$ cat src/rtl/mem_port_arbiter.sv
// ---------------------------------------------------------------------------
// mem_port_arbiter
//
// Shares one single-ported memory between instruction fetch (IF) and the
// data-memory stage (DM). One access is outstanding at a time. Data accesses
// win by default. A starvation counter forces an IF grant after STARVE_LIMIT
// consecutive DM grants that were issued while IF was waiting.
//
// Handshake: a requester raises *_req and holds it, along with stable
// address, data and enables, until it sees its *_ready pulse. *_ready is
// high for exactly one cycle. *_rdata is meaningful only in that cycle.
// Nothing is issued in the ready cycle, because the completing requester is
// still holding req then.
//
// Ports:
//   clk, reset        clock; asynchronous active-low reset
//   if_req/if_addr    fetch request and byte address
//   if_rdata/if_ready fetch data and one-cycle completion pulse
//   dm_req/dm_we/dm_addr/dm_wdata/dm_be   data request (load or store)
//   dm_rdata/dm_ready data result and one-cycle completion pulse
//   mem_en/mem_we/mem_addr/mem_wdata/mem_be  memory access strobe and fields
//   mem_rdata         memory read data, MEM_LATENCY cycles after issue
//   if_stall_cnt      saturating count of cycles with if_req=1, if_ready=0
//   dm_stall_cnt      saturating count of cycles with dm_req=1, dm_ready=0
//   dbg_busy          1 while an access is outstanding (FSM state BUSY)
//   dbg_starve_cnt    current starvation counter
// ---------------------------------------------------------------------------
module mem_port_arbiter #(
  parameter int MEM_LATENCY  = 2,
  parameter int STARVE_LIMIT = 4
) (
  input  logic        clk,
  input  logic        reset,
  input  logic        if_req,
  input  logic [31:0] if_addr,
  output logic [31:0] if_rdata,
  output logic        if_ready,
  input  logic        dm_req,
  input  logic        dm_we,
  input  logic [31:0] dm_addr,
  input  logic [31:0] dm_wdata,
  input  logic [3:0]  dm_be,
  output logic [31:0] dm_rdata,
  output logic        dm_ready,
  output logic        mem_en,
  output logic        mem_we,
  output logic [31:0] mem_addr,
  output logic [31:0] mem_wdata,
  output logic [3:0]  mem_be,
  input  logic [31:0] mem_rdata,
  output logic [31:0] if_stall_cnt,
  output logic [31:0] dm_stall_cnt,
  output logic        dbg_busy,
  output logic [3:0]  dbg_starve_cnt
);

  typedef enum logic {IDLE = 1'b0, BUSY = 1'b1} state_t;

  localparam logic [3:0] LAT   = 4'(MEM_LATENCY);
  localparam logic [3:0] LIMIT = 4'(STARVE_LIMIT);

  state_t     state, state_nxt;
  logic       owner_dm;
  logic [3:0] wait_cnt;
  logic [3:0] starve_cnt;
  logic       grant_if, grant_dm, done;

  // Next state and grant decision. Grants are gated by reset so that nothing
  // is issued while reset is held, even though IDLE grants combinationally.
  always_comb begin
    state_nxt = state;
    grant_if  = 1'b0;
    grant_dm  = 1'b0;
    done      = 1'b0;
    case (state)
      IDLE: begin
        if (reset) begin
          if (dm_req && !(if_req && starve_cnt == LIMIT)) grant_dm = 1'b1;
          else if (if_req)                                 grant_if = 1'b1;
        end
        if (grant_dm || grant_if) state_nxt = BUSY;
      end
      BUSY: begin
        // The wait count would reach zero with this cycle's decrement.
        done = (wait_cnt == 4'd1);
        if (done) state_nxt = IDLE;
      end
      default: state_nxt = IDLE;
    endcase
  end

  always_comb begin
    mem_en    = grant_if | grant_dm;
    mem_we    = grant_dm & dm_we;
    mem_addr  = grant_dm ? dm_addr : if_addr;
    mem_wdata = dm_wdata;
    mem_be    = grant_dm ? dm_be : 4'hF;
    if_ready  = done & ~owner_dm;
    dm_ready  = done &  owner_dm;
    if_rdata  = mem_rdata;
    dm_rdata  = mem_rdata;
    dbg_busy       = (state == BUSY);
    dbg_starve_cnt = starve_cnt;
  end

  always_ff @(posedge clk or negedge reset) begin
    if (!reset) begin
      state      <= IDLE;
      owner_dm   <= 1'b0;
      wait_cnt   <= 4'd0;
      starve_cnt <= 4'd0;
    end else begin
      state <= state_nxt;
      if (mem_en) begin
        owner_dm <= grant_dm;
        // Stores complete the cycle after issue; reads wait for the memory.
        wait_cnt <= (grant_dm && dm_we) ? 4'd1 : LAT;
      end else if (state == BUSY) begin
        wait_cnt <= wait_cnt - 4'd1;
      end
      if (grant_if) begin
        starve_cnt <= 4'd0;
      end else if (grant_dm) begin
        if (!if_req)                  starve_cnt <= 4'd0;
        else if (starve_cnt != 4'hF)  starve_cnt <= starve_cnt + 4'd1;
      end
    end
  end

  always_ff @(posedge clk or negedge reset) begin
    if (!reset) begin
      if_stall_cnt <= 32'd0;
      dm_stall_cnt <= 32'd0;
    end else begin
      if (if_req && !if_ready && if_stall_cnt != 32'hFFFF_FFFF)
        if_stall_cnt <= if_stall_cnt + 32'd1;
      if (dm_req && !dm_ready && dm_stall_cnt != 32'hFFFF_FFFF)
        dm_stall_cnt <= dm_stall_cnt + 32'd1;
    end
  end

endmodule

$ cat config.mk
export PLATFORM = sky130hd
export DESIGN_NAME = mem_port_arbiter
export DESIGN_NICKNAME = d
export VERILOG_FILES = /design/src/rtl/mem_port_arbiter.sv
export SDC_FILE = /design/constraint.sdc
export NUM_CORES = 1
export LEC_CHECK = 0
export CAP_MARGIN = 20
export CORE_ASPECT_RATIO = 0.7
export CORE_MARGIN = 5
export CORE_UTILIZATION = 32
export CTS_CLUSTER_SIZE = 28
export DETAILED_ROUTE_END_ITERATION = 10
export GPL_ROUTABILITY_DRIVEN = 1
export PLACE_DENSITY = 0.78
export SLEW_MARGIN = 5
export SYNTH_ARGS = -nofsm -noshare
export SYNTH_HDL_FRONTEND = slang
export SYNTH_SLANG_ARGS = --single-unit
$ cat constraint.sdc
create_clock -name clk -period 2 [get_ports clk]
set_input_delay 0.3 -clock clk [delete_from_list [all_inputs] [get_ports clk]]
set_output_delay 0.3 -clock clk [all_outputs]
set_load 0.01 [all_outputs]
; ---- Word-level counts from Yosys, hierarchy flattened
; Index checks and enable logic that the tools add are counted.
[op_classes]
add_sub_neg = 4
eq_ne = 6
n_mux = 22
n_bitwise = 6
n_reduce_logical = 14
[ops]
columns = op, count
row1 = "32-bit by 1-bit adder with 32-bit output, second input constant", 2
row2 = "32-bit inequality test, second input constant", 2
row3 = 32-bit two-way mux, 1
row4 = 4-bit two-way mux, 7
row5 = 1-bit two-way mux, 12
row6 = 1-bit logical AND, 7
row7 = "4-bit by 1-bit adder with 4-bit output, second input constant", 1
row8 = "4-bit by 1-bit == test with 1-bit output, second input constant", 1
row9 = "4-bit by 3-bit == test with 1-bit output, second input constant", 1
row10 = "4-bit inequality test, second input constant", 1
row11 = 2-bit nonzero test, 2
row12 = "4-bit by 1-bit subtractor with 4-bit output, second input constant", 1
row13 = 1-bit bitwise AND, 3
row14 = 1-bit zero test, 3
row15 = "3-bit by 1-bit inequality test with 1-bit output, second input constant", 1
row16 = 2-bit two-way mux, 1
row17 = 1-bit inverter, 2
row18 = 1-bit case mux with 2 select lines, 1
row19 = 2-bit AND reduction, 1
row20 = 1-bit logical OR, 1
row21 = 1-bit bitwise OR, 1
[word_totals]
register_bits = 74
input_bits = 137
wordCells = 58

; ---- Depth between registers and ports, before layout
[depth]
ltp_word = 11
ltp_mapped = 8

; ---- Worst setup path after synthesis
; Ideal clock, no wire load.
[synth_timing]
kind = flip-flop to output port
from = reg starve_cnt[0] (netlist: dbg_starve_cnt[0])
to = out mem_addr[16]
arrival_ns = 1.856
setup_slack_ns = -0.156
path_stages_with_launch = 8
n_path_buf = 2
cell_sequence = dfrtp_1 > inv_1 > ha_1 > nand3b_1 > o211a_1 > buf_2 > buf_1 > mux2_2
[synth_between]
elab_chain_cells = 9
[synth_rtl]
columns = item, line_no
row1 = from (decl), 65  ; logic [3:0] starve_cnt;
row2 = from (signal assigned), 125  ; else if (starve_cnt != 4'hF) starve_cnt <= starve_cnt + 4'd1;
row3 = 4-bit by 3-bit == test with 1-bit output, 78  ; if (dm_req && !(if_req && starve_cnt == LIMIT)) grant_dm = 1'b1;
row4 = 1-bit logical AND, 78
row5 = 1-bit zero test, 78
row6 = 1-bit logical AND, 78
row7 = 1-bit two-way mux, 78
row8 = 1-bit two-way mux, 77  ; if (reset) begin
row9 = 1-bit two-way mux (2 in series), 75  ; case (state)
row10 = 32-bit two-way mux, 95  ; mem_addr = grant_dm ? dm_addr : if_addr;
row11 = to (decl), 47  ; output logic [31:0] mem_addr,
; Every way passes these cells. The select of a mux whose other input is x is not followed.

; ---- Worst setup path after layout
[layout_timing]
from = reg starve_cnt[1] (netlist: dbg_starve_cnt[1])
to = out mem_addr[24]
; Same word-level chain as after synthesis.

==> flow_summary.toml <==
[global_routing]
gr-usage-all-layers_pct = 16.7
antenna_found_initial = 0
grt_max_degree = 75
grt_first_pass_wirelength_um = 23400
overflow = 0
grt_pass1_vias = 4294

[route]
antenna_left = 0
drc_errors = 0
via_per_inst = 4.84
post_drt_wl_per_cell_um = 18.1
drtIter0Drc = 208
vias = 4201
highest_layer = "met5"
dr.pass1.iters = 4
wl_met1_um = 6410
drt-total-wl_um = 15700
wl_met3_um = 1930
wl_met2_um = 7150

[clock_network]
cts-root-buf = "clkbuf_16"
cts_buffers = 9
cts.clk_slew.worst_paths_ns = 0.06
cts.sinks = 74
clockBufferDepth = 2
htreeDepth = 3
clkLatencyLatePin_ns = 0.33
cts_tree = "yes"
hold_buffers = 0

[synth]
ys_types = 46
synth_flop_cell = "dfrtp_1"
synth_edf_count = 0
synthCells = 494
syn_nets = 637
syn_area_mm2 = 0.00487
yosysSeqAreaShare_pct = 38.0
synthTopCellsByArea = "dfrtp_1, buf_4, mux2_2, xor2_1, xnor2_1"
synth-async-reset-ratio_pct = 100
netlist_top_cells_count = "buf_4, dfrtp_1, xor2_1"
avgSynthCellArea_um2 = 9.85
yosys.cell_count.top_type = "buf_4"
ys_warn_count = 0
netlist.area_leader.share_pct = 38.0
synth-seq-cells = 74
synth_largest_area_cell = "dfrtp_1"

[layout]
fill_cells = 1362
layout.nets = 811
insertedDiodeCount = 0
seq_area_mm2 = 0.00185
drive_above_1_share_pct = 31.6
fin_cells = 868
area_delta_synth_final_pct = 51.0
multi_input_area_mm2 = 0.00236

[sta]
finalCritPeriodShare_pct = 111
fin_ws_ns = -0.224
max_freq_ghz = 0.450
hold_violations = 0
tightest_slew_ns = 0.976
slew_violations = 0
slew_headroom_pct = 34.9
rsz0062_at_grt = "yes"
fin_tns_setup_ns = -7.27
layout_min_cycle_time_ns = 2.22
setup_viol = 37
whs_ns = 0.265
fin_skew_ns = 0.00917

[floorplanning]
core_mm2 = 0.0148
die_w_um = 157
row_count = 37
die_area_mm2 = 0.0178
initial_utilization_pct = 32.9
die_h_um = 113
ios = 342

[worst_setup_path]
cp_slowest_cell = "dfrtp_1"
critPathMaxStageDelay_ns = 0.37
crit_path_max_fanout = 15
cp_cell_sequence = "inv_1 -> ha_2 -> nand3b_1 -> o211a_4 -> buf_12 -> mux2_2 -> buf_2"
cp-end-kind = "output pin"
crit_type = "register to output pin"
critPathBufInv = 3
cp.required_ns = 1.70
start_kind = "register"
path_delay_family = "flip-flops"
cp.arrival_ns = 1.92
crit_cells = 7
r2r_cells = 6

[placed_design]
hpwlAfterDp_um = 12400
portBuffers = 181
dp_cells = 846
pre_cts_ws_ns = -0.537
place.gp.congestion = 0.836

[status]
violations = "negative setup slack"
outcome = "complete, but fails checks"

[hold_path]
min_path_type = "input port to asynchronous set/reset pin"

[pwr]
report.power.total_mw = 5.99
power_leakage_nw = 3.27
p_per_area_mw_per_mm2 = 816
vdd_drop_max_mv = 0.411

[run]
cap_violations = 0
## placed cells by master, fill, tap and decap left out, types with 5 or more instances in the layout
cell	count
nand3_1	26
nor2_1	20
inv_1	6
nor3_1	19
and4_1	5
nor4_1	10
buf_4	87
a21oi_1	5
clkdlybuf4s50_1	140
and3_1	8
xor2_1	40
nand2_1	31
dfrtp_1	74
buf_6	37
clkbuf_16	9
xnor2_1	26
nand4_1	19
mux2_2	33
## path summary, 6_finish.rpt
| path | startpoint | endpoint | slack [ns] |
|---|---|---|---|
| max | dbg_starve_cnt[1]$_DFFE_PN0P_ | mem_addr[24] | -0.22 |
| max reg2reg | dm_stall_cnt[27]$_DFFE_PN0P_ | dm_stall_cnt[23]$_DFFE_PN0P_ | 0.10 |
| min | reset | owner_dm$_DFFE_PN0P_ | 0.27 |
| min in group clk | reset | dbg_busy$_DFF_PN0_ | 0.50 |
| min reg2reg | if_stall_cnt[13]$_DFFE_PN0P_ | if_stall_cnt[13]$_DFFE_PN0P_ | 0.50 |
| max in group asynchronous | reset | if_stall_cnt[18]$_DFFE_PN0P_ | 1.05 |
## registers in the layout (all words and copies together), names as in the netlist
register and cells:
dbg_busy 1, dbg_starve_cnt 4, dm_stall_cnt 32, if_stall_cnt 32, owner_dm 1, wait_cnt 4
## metal layers
| layer | vias to the layer above | global-route usage, % |
|---|---|---|
| li1 | 1968 | - |
| met1 | 1978 | 21.0 |
| met2 | 237 | 25.2 |
| met3 | 16 | 9.06 |
| met4 | 2 | 3.32 |
| met5 | - | 2.80 |
## power by group
part | total [mW] | internal (mW) | switching, mW
Sequential | 1.91 | 1.72 | 0.193
Combinational | 2.47 | 1.35 | 1.12
Clock | 1.61 | 0.996 | 0.616
## what timing repair did
item / 4_1_cts / 5_1_grt
buffers inserted: 2 / 4
cloned: 1 / 0
setup endpoints to repair: 43 / 79
resized for setup: 193 / 35
endpoints found under the hold margin: 0 / 0
pin swaps: 3 / 11
## stage by stage
step	utilization, %	cell area (um2)
final	49.6	7350
after global routing	49.6	7350
after CTS	48.3	7160
after detailed placement	45.8	6790
after global placement	45.8	6790
after floorplan	-	4870
## worst min-delay path, cell delays in order
cell,delay (ns)
buf_4,0.08
buf_4,0.09
buf_4,0.69
## cell families after synthesis
kind of cell             Yosys count  share of synthesized area (%)
AO/OA/AOI/OAI                     22                           3.83
XOR/XNOR                          66                           11.9
adder cells (fa/ha/maj)            6                           1.54
buffers and inverters            117                           16.7
flip-flops                        74                           38.0
multiplexers                      35                           8.07
AND/OR/NAND/NOR                  174                           19.9
## area by class of cell
type                            instances  area share [%]
Timing Repair Buffer                  273            34.9
Clock buffer                           11            3.30
Clock inverter                          5           0.732
Sequential cell                        74            25.2
Multi-Input combinational cell        303            32.1
Tap cell                              195            3.32
Inverter                                7           0.358
Note: power is estimated with default switching activity, not from simulation.
